$ cat config.mk
export PLATFORM = sky130hd
export DESIGN_NAME = line_shift_ctrl_flat
export DESIGN_NICKNAME = d
export VERILOG_FILES = /design/src/rtl/line_shift_ctrl_if.sv /design/src/rtl/line_shift_ctrl.sv /design/src/flat_wrapper.sv
export SDC_FILE = /design/constraint.sdc
export NUM_CORES = 1
export LEC_CHECK = 0
export CAP_MARGIN = 30
export CORE_MARGIN = 2
export CORE_UTILIZATION = 48
export CTS_CLUSTER_SIZE = 10
export DETAILED_ROUTE_END_ITERATION = 16
export HOLD_SLACK_MARGIN = 0.02
export PLACE_DENSITY_LB_ADDON = 0.1
export SYNTH_ARGS = -nofsm -noshare
export SYNTH_HDL_FRONTEND = slang
export SYNTH_SLANG_ARGS = --single-unit
$ cat constraint.sdc
create_clock -name clk -period 3.45 [get_ports clk]
set_input_delay 0.5175 -clock clk [delete_from_list [all_inputs] [get_ports clk]]
set_output_delay 0.5175 -clock clk [all_outputs]
set_load 0.02 [all_outputs]
$ cat src/rtl/line_shift_ctrl_if.sv
// Port bundle between the line-shift controller and its single-clock line FIFO.
// The controller owns the write/read/reset side; the FIFO returns data and flags.
interface line_shift_ctrl_if #(
    parameter int DW = 8
);
    logic [DW-1:0] fifo_di;
    logic          fifo_we;
    logic          fifo_re;
    logic          fifo_rst;
    logic [DW-1:0] fifo_do;
    logic          fifo_empty;
    logic          fifo_full;

    modport master (
        output fifo_di, fifo_we, fifo_re, fifo_rst,
        input  fifo_do, fifo_empty, fifo_full
    );

    modport slave (
        input  fifo_di, fifo_we, fifo_re, fifo_rst,
        output fifo_do, fifo_empty, fifo_full
    );
endinterface

$ cat src/rtl/line_shift_ctrl.sv
// Pairs each incoming pixel with the pixel one line above it, using an external
// line FIFO as a one-line delay; reports FIFO underflow/overflow as sticky errors.
module line_shift_ctrl #(
    parameter int IMG_WIDTH = 640,
    parameter int DW        = 8
) (
    input  logic                   clk,
    input  logic                   rst,
    input  logic                   frame_start,
    input  logic                   pix_vld,
    input  logic [DW-1:0]          pix_data,
    line_shift_ctrl_if.master      fifo,
    output logic                   out_vld,
    output logic [DW-1:0]          out_cur,
    output logic [DW-1:0]          out_prev,
    output logic [11:0]            out_col,
    output logic [1:0]             err
);

    typedef enum logic [1:0] {
        IDLE  = 2'd0,
        FLUSH = 2'd1,
        FILL  = 2'd2,
        SHIFT = 2'd3
    } state_t;

    localparam logic [11:0] LAST_COL = 12'(IMG_WIDTH - 1);

    state_t      state;
    state_t      state_nxt;
    logic [11:0] col;
    logic        accept;
    logic        last_col;
    logic        prev_sel;

    assign last_col = (col == LAST_COL);

    always_ff @(posedge clk or posedge rst) begin
        if (rst) begin
            state <= IDLE;
        end else begin
            state <= state_nxt;
        end
    end

    // frame_start wins over everything, and a pixel arriving with it is dropped.
    always_comb begin
        state_nxt     = state;
        accept        = 1'b0;
        fifo.fifo_we  = 1'b0;
        fifo.fifo_re  = 1'b0;
        fifo.fifo_di  = pix_data;
        fifo.fifo_rst = rst || (state == FLUSH);
        if (frame_start) begin
            state_nxt = FLUSH;
        end else begin
            case (state)
                IDLE:  state_nxt = IDLE;
                FLUSH: state_nxt = FILL;
                FILL: begin
                    accept       = pix_vld;
                    fifo.fifo_we = pix_vld && !fifo.fifo_full;
                    if (pix_vld && last_col) begin
                        state_nxt = SHIFT;
                    end
                end
                SHIFT: begin
                    accept       = pix_vld;
                    fifo.fifo_we = pix_vld && !fifo.fifo_full;
                    fifo.fifo_re = pix_vld && !fifo.fifo_empty;
                end
                default: state_nxt = IDLE;
            endcase
        end
    end

    // Outputs register one cycle after acceptance so they line up with fifo_do.
    always_ff @(posedge clk or posedge rst) begin
        if (rst) begin
            col      <= '0;
            err      <= '0;
            out_vld  <= 1'b0;
            out_cur  <= '0;
            out_col  <= '0;
            prev_sel <= 1'b0;
        end else begin
            out_vld  <= accept;
            prev_sel <= fifo.fifo_re;
            if (frame_start || state == FLUSH) begin
                col <= '0;
                err <= '0;
            end else if (accept) begin
                col     <= last_col ? 12'd0 : col + 12'd1;
                out_cur <= pix_data;
                out_col <= col;
                if (fifo.fifo_full) begin
                    err[1] <= 1'b1;
                end
                if (state == SHIFT && fifo.fifo_empty) begin
                    err[0] <= 1'b1;
                end
            end
        end
    end

    assign out_prev = prev_sel ? fifo.fifo_do : '0;

endmodule

$ cat src/flat_wrapper.sv
// flat-port wrapper written by rule: the top's interface ports become plain ports
module line_shift_ctrl_flat 
#(
    parameter int IMG_WIDTH = 640,
    parameter int DW        = 8
)
  (clk, rst, frame_start, pix_vld, pix_data, out_vld, out_cur, out_prev, out_col, err, fifo_fifo_di, fifo_fifo_we, fifo_fifo_re, fifo_fifo_rst, fifo_fifo_do, fifo_fifo_empty, fifo_fifo_full);
  line_shift_ctrl_if #(.DW(DW)) fifo_i ();
  input  logic clk;
  input  logic rst;
  input  logic frame_start;
  input  logic pix_vld;
  input  logic [DW-1:0] pix_data;
  output logic out_vld;
  output logic [DW-1:0] out_cur;
  output logic [DW-1:0] out_prev;
  output logic [11:0] out_col;
  output logic [1:0] err;
  output wire logic [$bits(fifo_i.fifo_di)-1:0] fifo_fifo_di;
  output wire logic [$bits(fifo_i.fifo_we)-1:0] fifo_fifo_we;
  output wire logic [$bits(fifo_i.fifo_re)-1:0] fifo_fifo_re;
  output wire logic [$bits(fifo_i.fifo_rst)-1:0] fifo_fifo_rst;
  input wire logic [$bits(fifo_i.fifo_do)-1:0] fifo_fifo_do;
  input wire logic [$bits(fifo_i.fifo_empty)-1:0] fifo_fifo_empty;
  input wire logic [$bits(fifo_i.fifo_full)-1:0] fifo_fifo_full;
  assign fifo_fifo_di = fifo_i.fifo_di;
  assign fifo_fifo_we = fifo_i.fifo_we;
  assign fifo_fifo_re = fifo_i.fifo_re;
  assign fifo_fifo_rst = fifo_i.fifo_rst;
  assign fifo_i.fifo_do = fifo_fifo_do;
  assign fifo_i.fifo_empty = fifo_fifo_empty;
  assign fifo_i.fifo_full = fifo_fifo_full;
  line_shift_ctrl #(.IMG_WIDTH(IMG_WIDTH), .DW(DW)) u_core (.clk(clk), .rst(rst), .frame_start(frame_start), .pix_vld(pix_vld), .pix_data(pix_data), .fifo(fifo_i), .out_vld(out_vld), .out_cur(out_cur), .out_prev(out_prev), .out_col(out_col), .err(err));
endmodule
# Word-level counts from Yosys, hierarchy flattened

Index checks and enable logic that the tools add are counted.

Output and inout bits: 42
Register bits: 38

$add $sub $neg: 1
Equal/unequal tests: 5
Multiplexer cells: 17
Reduce and logical (&&, ||, !) cells: 18
Bitwise gates (word level): 1

Operators by type and width:

| cell                  | number |
|---|---|
| $mux 12               | 3 |
| $add 12x1->12 const B | 1 |
| $eq 12x10->1 const B  | 1 |
| $mux 1                | 8 |
| $mux 2                | 4 |
| $mux 8                | 1 |
| $reduce_and 2->1      | 4 |
| $pmux 2 s3            | 1 |
| $reduce_bool 2->1     | 3 |
| $eq 2x2->1 const B    | 2 |
| $logic_and 1x1->1     | 4 |
| $reduce_bool 4->1     | 1 |
| $ne 3x2->1 const B    | 1 |
| $eq 2x1->1 const B    | 1 |
| $logic_not 1->1       | 2 |
| $logic_not 2->1       | 1 |
| $logic_or 1x1->1      | 2 |
| $reduce_or 2->1       | 1 |
| $not 1->1             | 1 |

# Longest topological paths before layout

Gate-level depths: netlist of run 1.

Word-level depth: 6
Gate-level depth with buffers: 7
Gate-level depth less buffers: 6

# Least setup slack after synthesis of run 1

Ideal clock, no wire load.

Kind: register to register
From: register u_core.state[1]
To: register u_core.out_cur[7]
Slack: 1,661 ps
Data arrival time: 1,664 ps
Buffers on the path: 2
Cell stages (with the launch flop): 7
Setup time: 125 ps
Path through: dfrtp_1 > inv_1 > ha_1 > clkbuf_1 > nor3_2 > buf_2 > mux2_2

Word-level cells in the longest chain between the ends: 5
Elaborated cells between the ends (all ways): 9
Those cells by class: eq/ne: 3; mux: 2; bitwise: 1; reduce/logical: 3

Ends and longest elaborated chain:

| element                      | line                  | source |
|---|---|---|
| start: declaration           | line_shift_ctrl.sv:29 | `state_t state;` |
| start signal: assignment     | line_shift_ctrl.sv:42 | `state <= state_nxt;` |
| $eq 2x2->1                   | line_shift_ctrl.sv:57 | `case (state)` |
| $reduce_or 2->1 (no line)    | --                    |  |
| $mux 1                       | line_shift_ctrl.sv:57 |  |
| $mux 1                       | line_shift_ctrl.sv:54 | `if (frame_start) begin` |
| $reduce_and 2->1 (no line) * | --                    |  |
| end signal: assignment       | line_shift_ctrl.sv:94 | `out_cur <= pix_data;` |
| end: declaration             | line_shift_ctrl.sv:14 | `output logic [DW-1:0] out_cur,` |

Mark *: on every way between the ends. The rest lies on a longest branch, timed or not.
A chain may end at the register's enable or synchronous reset.

# Worst setup path in the final report of run 1

From: input port frame_start
To: output port fifo_fifo_re

Word-level cells in the longest chain between the ends: 1

Ends and longest elaborated chain:

| element            | line                  | source |
|---|---|---|
| start: declaration | flat_wrapper.sv:11    | `input logic frame_start;` |
| $mux 1             | line_shift_ctrl.sv:54 |  |
| end: declaration   | flat_wrapper.sv:21    | `output wire logic [$bits(fifo_i.fifo_re)-1:0] fifo_fifo_re;` |

Every way passes these cells.

==> results of run 1 <==
==> sequential cells by signal, summed over array words and instances, names as in the netlist <==
name             count
u_core.prev_sel      1
u_core.state         2
u_core.col          12
u_core.err           2
u_core.out_col      12
u_core.out_cur       8
u_core.out_vld       1
==> stage by stage <==
stage | total power, W | utilization, %
after floorplan | 0.0007848 | -
after global placement | 0.0009559 | 67.44
after detailed placement | 0.0009724 | 67.44
after CTS | 0.001286 | 69.91
after global routing | 0.001336 | 69.91
final | 0.001270 | 69.91
==> layer usage <==
metal	track usage, %	routed length [microns]	up-vias
met2	31.75	1902	61
met1	23.70	1705	696
met4	5.357	44	0
met3	6.985	312	7
li1	-	-	709
met5	0	0	-
==> how the worst min path moves through the flow <==
| stage | startpoint | endpoint | slack, ns | depth (start not counted) |
|---|---|---|---|---|
| finish | u_core.out_col[6] | u_core.out_col[6] | 0.51 | 1 |
| detailed placement | u_core.out_cur[4] | u_core.out_cur[4] | 0.50 | 1 |
| floorplan | u_core.col[9] | u_core.col[9] | 0.48 | 1 |
| global placement | u_core.out_col[3] | u_core.out_col[3] | 0.49 | 1 |
| CTS | u_core.out_cur[4] | u_core.out_cur[4] | 0.51 | 1 |
| global route | u_core.out_col[5] | u_core.out_col[5] | 0.52 | 1 |
==> cells in the final DEF, fill, tap and decap left out, types with 3 or more instances in the layout <==
cell	n
and2_1	8
mux2_2	20
buf_4	3
clkbuf_8	6
nand2_1	10
and3_1	3
nand3b_1	3
inv_1	5
ha_1	5
o21ai_1	5
clkdlybuf4s50_1	63
nor3_1	9
nand4_1	3
dfrtp_1	38
nand3_1	7
a31oi_1	10
==> cell type report <==
type | instances | area share (%)
clock buffer | 7 | 3.348
sequential | 38 | 36.88
clock inverter | 1 | 0.1941
timing repair buffer | 66 | 25.33
inverter | 5 | 0.7278
multi-input combinational | 109 | 31.20
tap | 48 | 2.329
==> logic make-up (layout without fill, tap and decap cells) <==
family	Yosys count	in the layout	share of synthesized area (%)
compound gates	25	25	8.602
mux	21	21	12.63
simple gates	55	55	16.87
fa+ha+maj	5	5	3.360
buf+inv	20	79	6.048
xor+xnor	3	3	1.412
flops	38	38	51.08
==> power by group <==
group          switching, W  internal, W
clock network      0.000149     0.000161
logic              0.000211     0.000209
registers         0.0000348     0.000505
total              0.000394     0.000876
==> worst max-delay path, cell delays in order <==
cell and delay [ns]:
clkdlybuf4s50_1 0.62, nor3_1 0.33, clkdlybuf4s50_1 0.65
==> out/results.ini, run 1 <==
[run_status]
outcome=finished, final reports clean

[clock_network]
htree_levels=2
post_cts_buffers=0
clock_path_buffers=2
insertion_delay_ns=0.29
hold_buffers=0
cts_root_buf=clkbuf_8
cts_resized=0
path_clk_slew_ns=0.07
cts.sinks=38
cts_tree=done
numCtsBuffers=5

[sta]
hold_ws_ns=0.5074
fmax_mhz=379.8
finalSetupViolCount=0
maxSlewViolCount=0
worst_clock_skew_ns=0.005756
min_period_ns=2.633
worst_pin_slew_ns=0.8512
fin_ws_ns=0.8168
hold_viol=0
finalSetupTns_ns=0
rsz0062_at_grt=false
final.period_utilization_pct=76.32
relSlewSlack_pct=42.82

[cells_and_area]
nets=252
areaGrowthSynthToFinish_pct=38.51
seq_area_sq_um=950.9
fin_area_sq_mm=0.002579
drive_gt1_share_pct=15.93
finalNonFillerCells=274
diodes=0
multiInputGateArea_sq_um=804.5
fill_cells=302

[setup_path]
crit_type=primary input to output port
crit_end=fifo_fifo_re
path_max_fanout=12
worstSetupStartpoint=frame_start
r2r_start=u_core.state[0]
regToRegSetupSlack_ns=1.33
startpoint_type=primary input
timing.rr.end=u_core.col[10]
crit_required_ns=2.93
cp.arrival_ns=2.12
reg2reg_depth=7
end_kind=output port

[global_routing]
grt_max_degree=24
first_global_vias=1381
grt_pass1_wl_mm=6.348
grt_antenna_before_repair=0
grtUsageTotal_pct=19.24
grt.overflow.total=0

[placed_design]
placed_area_sq_mm=0.002487
dp.cells=266
dpl.hpwl_mm=2.913
place.gp.congestion=0.8636
port_buffers=63
dp_worst_setup_slack_ns=0.8091

[detailed_routing]
drcViolationCount=0
ant_nets=0
avgRoutedWirePerCell_microns=14.47
wl_mm=3.965
viasPerCell=5.376
first_iter_violations=57
vias=1473
dr.pass1.iters=4

[logic_synthesis]
synth_warnings=0
yosysTopAreaCellShare_pct=51.08
synth_common_cells=dfrtp_1, mux2_2, a31oi_1, nand2_1
synth_edf_count=0
syn_area_sq_mm=0.001862
synthArstFlopShare_pct=100.0
synth_top_area_cell=dfrtp_1
syn_area_per_cell_sq_um=11.15
ys_types=37
synth_ff_type=dfrtp_1
ys_ff_latch=38
yosysSeqAreaShare_pct=51.08
syn_inst=167
yosysMostFrequentCell=dfrtp_1
yosys-top-cells-area=dfrtp_1, mux2_2, buf_4
synth_nets=194

[die]
core_area_sq_mm=0.003689
dieArea_sq_mm=0.004393
num_io_pins=64
die_width_microns=66.28
die_h_microns=66.28
floorplan.rows=22
start_util_pct=50.47

[pwr]
p_per_area_mw_per_mm2=492.6
ir_worst_vdd_uv=458.2
power.leakage_nw=1.099

[worst_hold_path]
min_path_type=flip-flop to flip-flop

[job]
maxCapViolCount=0

Power figures use the tool's default switching activity.
==> run 2: changes to the inputs <==
--- a/config.mk
+++ b/config.mk
@@ -7,7 +7,7 @@
 export LEC_CHECK = 0
 export CAP_MARGIN = 30
 export CORE_MARGIN = 2
-export CORE_UTILIZATION = 48
+export CORE_UTILIZATION = 41
 export CTS_CLUSTER_SIZE = 10
 export DETAILED_ROUTE_END_ITERATION = 16
 export HOLD_SLACK_MARGIN = 0.02
==> constraint.sdc (replaced) <==
create_clock -name clk -period 2.4 [get_ports clk]
set_input_delay 0.36 -clock clk [delete_from_list [all_inputs] [get_ports clk]]
set_output_delay 0.36 -clock clk [all_outputs]
set_load 0.02 [all_outputs]
==> out/results.ini, run 2 (synthesis gave the netlist of run 1 again) <==
[worst_hold_path]
min_path_type=flip-flop to flip-flop
hp-start=u_core.out_cur[0]
hold_depth=1  ; unchanged
whs_endpoint=u_core.out_cur[0]

[cells_and_area]
fin_area_sq_mm=0.002650  ; +2.8%
fill_cells=361  ; +20%
finalNonFillerCells=281  ; +2.6%
drive_gt1_share_pct=17.47  ; +1.5 points
seq_area_sq_um=950.9  ; unchanged
multiInputGateArea_sq_um=804.5  ; unchanged
areaGrowthSynthToFinish_pct=42.34
top_regs=u_core.col (12), u_core.out_col (12), u_core.out_cur (8)
final_cell_mix=clkdlybuf4s50_1, dfrtp_1, mux2_2
diodes=0  ; unchanged
nets=256  ; +1.6%
final_common_cell=clkdlybuf4s50_1

[setup_path]
startpoint_type=flip-flop
regToRegSetupSlack_ns=0.50  ; -0.83 ns
end_kind=output port
cpPeakStageDelay_ns=0.65  ; about the same
crit_type=flip-flop to output port
crit_required_ns=2.04  ; -0.89 ns
reg2reg_depth=8  ; +1
cp_slowest_cell=clkdlybuf4s50_1
worstSetupStartpoint=u_core.state[1]
cp.arrival_ns=1.85  ; -0.27 ns
crit_family=buffers and inverters
timing.rr.end=u_core.col[10]
cp.depth=4  ; +1
crit_chain=ha_1, nand2_1, nor3_1, clkdlybuf4s50_1
r2r_start=u_core.state[0]
critical_path_buf_inv_count=1  ; -1
path_max_fanout=4  ; -8

[sta]
rsz0062_at_grt=false
relSlewSlack_pct=68.27  ; +25 points
final.period_utilization_pct=91.98
maxSlewViolCount=0  ; unchanged
fin_ws_ns=0.1925  ; -0.6243 ns
finalSetupTns_ns=0  ; unchanged
fmax_mhz=453.0
hold_viol=0  ; unchanged
min_period_ns=2.207
worst_pin_slew_ns=0.4760  ; -0.3751 ns
finalSetupViolCount=0  ; unchanged
hold_ws_ns=0.5084  ; +0.0009970 ns
worst_clock_skew_ns=0.004468  ; -0.001288 ns

[clock_network]
cts.sinks=38  ; unchanged
htree_levels=2  ; unchanged
numCtsBuffers=5  ; unchanged
clock_path_buffers=2  ; unchanged
cts_tree=done
insertion_delay_ns=0.29  ; about the same
path_clk_slew_ns=0.07  ; about the same
hold_buffers=0  ; unchanged
post_cts_buffers=0  ; unchanged
cts_root_buf=clkbuf_8

[die]
num_io_pins=64  ; unchanged
die_width_microns=71.39  ; +7.7%
core_area_sq_mm=0.004354  ; +18%
start_util_pct=42.76  ; -7.7 points
floorplan.rows=24  ; +9.1%
dieArea_sq_mm=0.005096  ; +16%
die_h_microns=71.39  ; +7.7%

[detailed_routing]
vias=1497  ; +1.6%
viasPerCell=5.327  ; -0.90%
drcViolationCount=0  ; unchanged
wl_mm=4.118  ; +3.9%
avgRoutedWirePerCell_microns=14.65  ; +1.3%
dr.pass1.iters=4  ; unchanged
first_iter_violations=92  ; +61%
ant_nets=0  ; unchanged

[placed_design]
dp.cells=274  ; +3.0%
place.gp.congestion=0.8452  ; -2.1%
port_buffers=63  ; unchanged
dpl.hpwl_mm=2.978  ; +2.2%
dp_worst_setup_slack_ns=0.1675  ; -0.6416 ns
placed_area_sq_mm=0.002535  ; +1.9%

[run_status]
outcome=finished, final reports clean

[pwr]
power.leakage_nw=1.147  ; +4.4%
p_per_area_mw_per_mm2=739.2  ; +50%
ir_worst_vdd_uv=509.0  ; +11%

[global_routing]
grt_antenna_before_repair=0  ; unchanged
grt.overflow.total=0  ; unchanged
grtUsageTotal_pct=17.62  ; -1.6 points
grt_pass1_wl_mm=7.120  ; +12%
first_global_vias=1611  ; +17%
grt_max_degree=39  ; +63%

[job]
maxCapViolCount=0  ; unchanged

[run 2: cell types whose count changed in the layout (fill, tap and decap cells not counted), sizes merged]
cell | previous run | this run
buf | 3 | 7
bufinv | 0 | 1
clkbuf | 7 | 6
clkdlybuf4s50 | 63 | 62
clkinv | 1 | 0
dlymetal6s2s | 0 | 1
[run 2: per-layer routing]
metal,global-route usage [%],vias to the layer above,share of wire [%]
met5,0,-,0
met4,7.757,0,1.7
met3,5.345,8,6.3
met2,30.04,60,50
met1,20.44,715,42
li1,-,714,-
[run 2: worst max-delay path by stage]
stage | end | slack, ns
after floorplan | u_core.out_cur[7] | 0.61
after global placement | fifo_fifo_re | 0.27
after detailed placement | fifo_fifo_we | 0.17
after CTS | fifo_fifo_we | 0.05
after global routing | fifo_fifo_re | 0.08
final | fifo_fifo_re | 0.19
[run 2: per-stage QoR]
step / power, W / util (%)
2_1_floorplan: 0.001128 / -
3_3_place_gp: 0.001405 / 58.22
3_5_place_dp: 0.001425 / 58.22
4_1_cts: 0.001987 / 60.80
5_1_grt: 0.002067 / 60.86
6_report: 0.001959 / 60.86
[run 2: worst reg2reg max path: cells and delay by family (launching register included)]
family | cells | cell delay (ns)
buf+inv | 3 | 0.49
flops | 1 | 0.41
simple gates | 2 | 0.37
compound gates | 2 | 0.33
fa+ha+maj | 1 | 0.21
[run 2: cell type report]
class / count / share of cell area [%]
repair buffers: 70 / 26.35
clock buffers: 6 / 3.116
clock inverters: 1 / 1.133
inverters: 5 / 0.7082
multi-input cells: 109 / 30.36
flip-flops and latches: 38 / 35.88
well taps: 52 / 2.455
[run 2: power breakdown]
group	internal, W	leakage [nW]	switching, W
logic	0.000320	0.576	0.000307
clock network	0.000332	0.0573	0.000219
registers	0.000726	0.514	0.0000531
total	0.00138	1.15	0.000580
[run 2: timing repair]
action | in CTS | in global routing
endpoints found under the setup margin | 0 | 1
gates resized for setup | 0 | 1
hold endpoints to repair | 0 | 0
==> run 3: changes to the inputs <==
--- a/config.mk
+++ b/config.mk
@@ -12,6 +12,7 @@
 export DETAILED_ROUTE_END_ITERATION = 16
 export HOLD_SLACK_MARGIN = 0.02
 export PLACE_DENSITY_LB_ADDON = 0.1
+export SETUP_SLACK_MARGIN = 0.02
 export SYNTH_ARGS = -nofsm -noshare
 export SYNTH_HDL_FRONTEND = slang
 export SYNTH_SLANG_ARGS = --single-unit
==> results of run 3 <==
Final layout, timing and power as in run 2 (identical DEF).
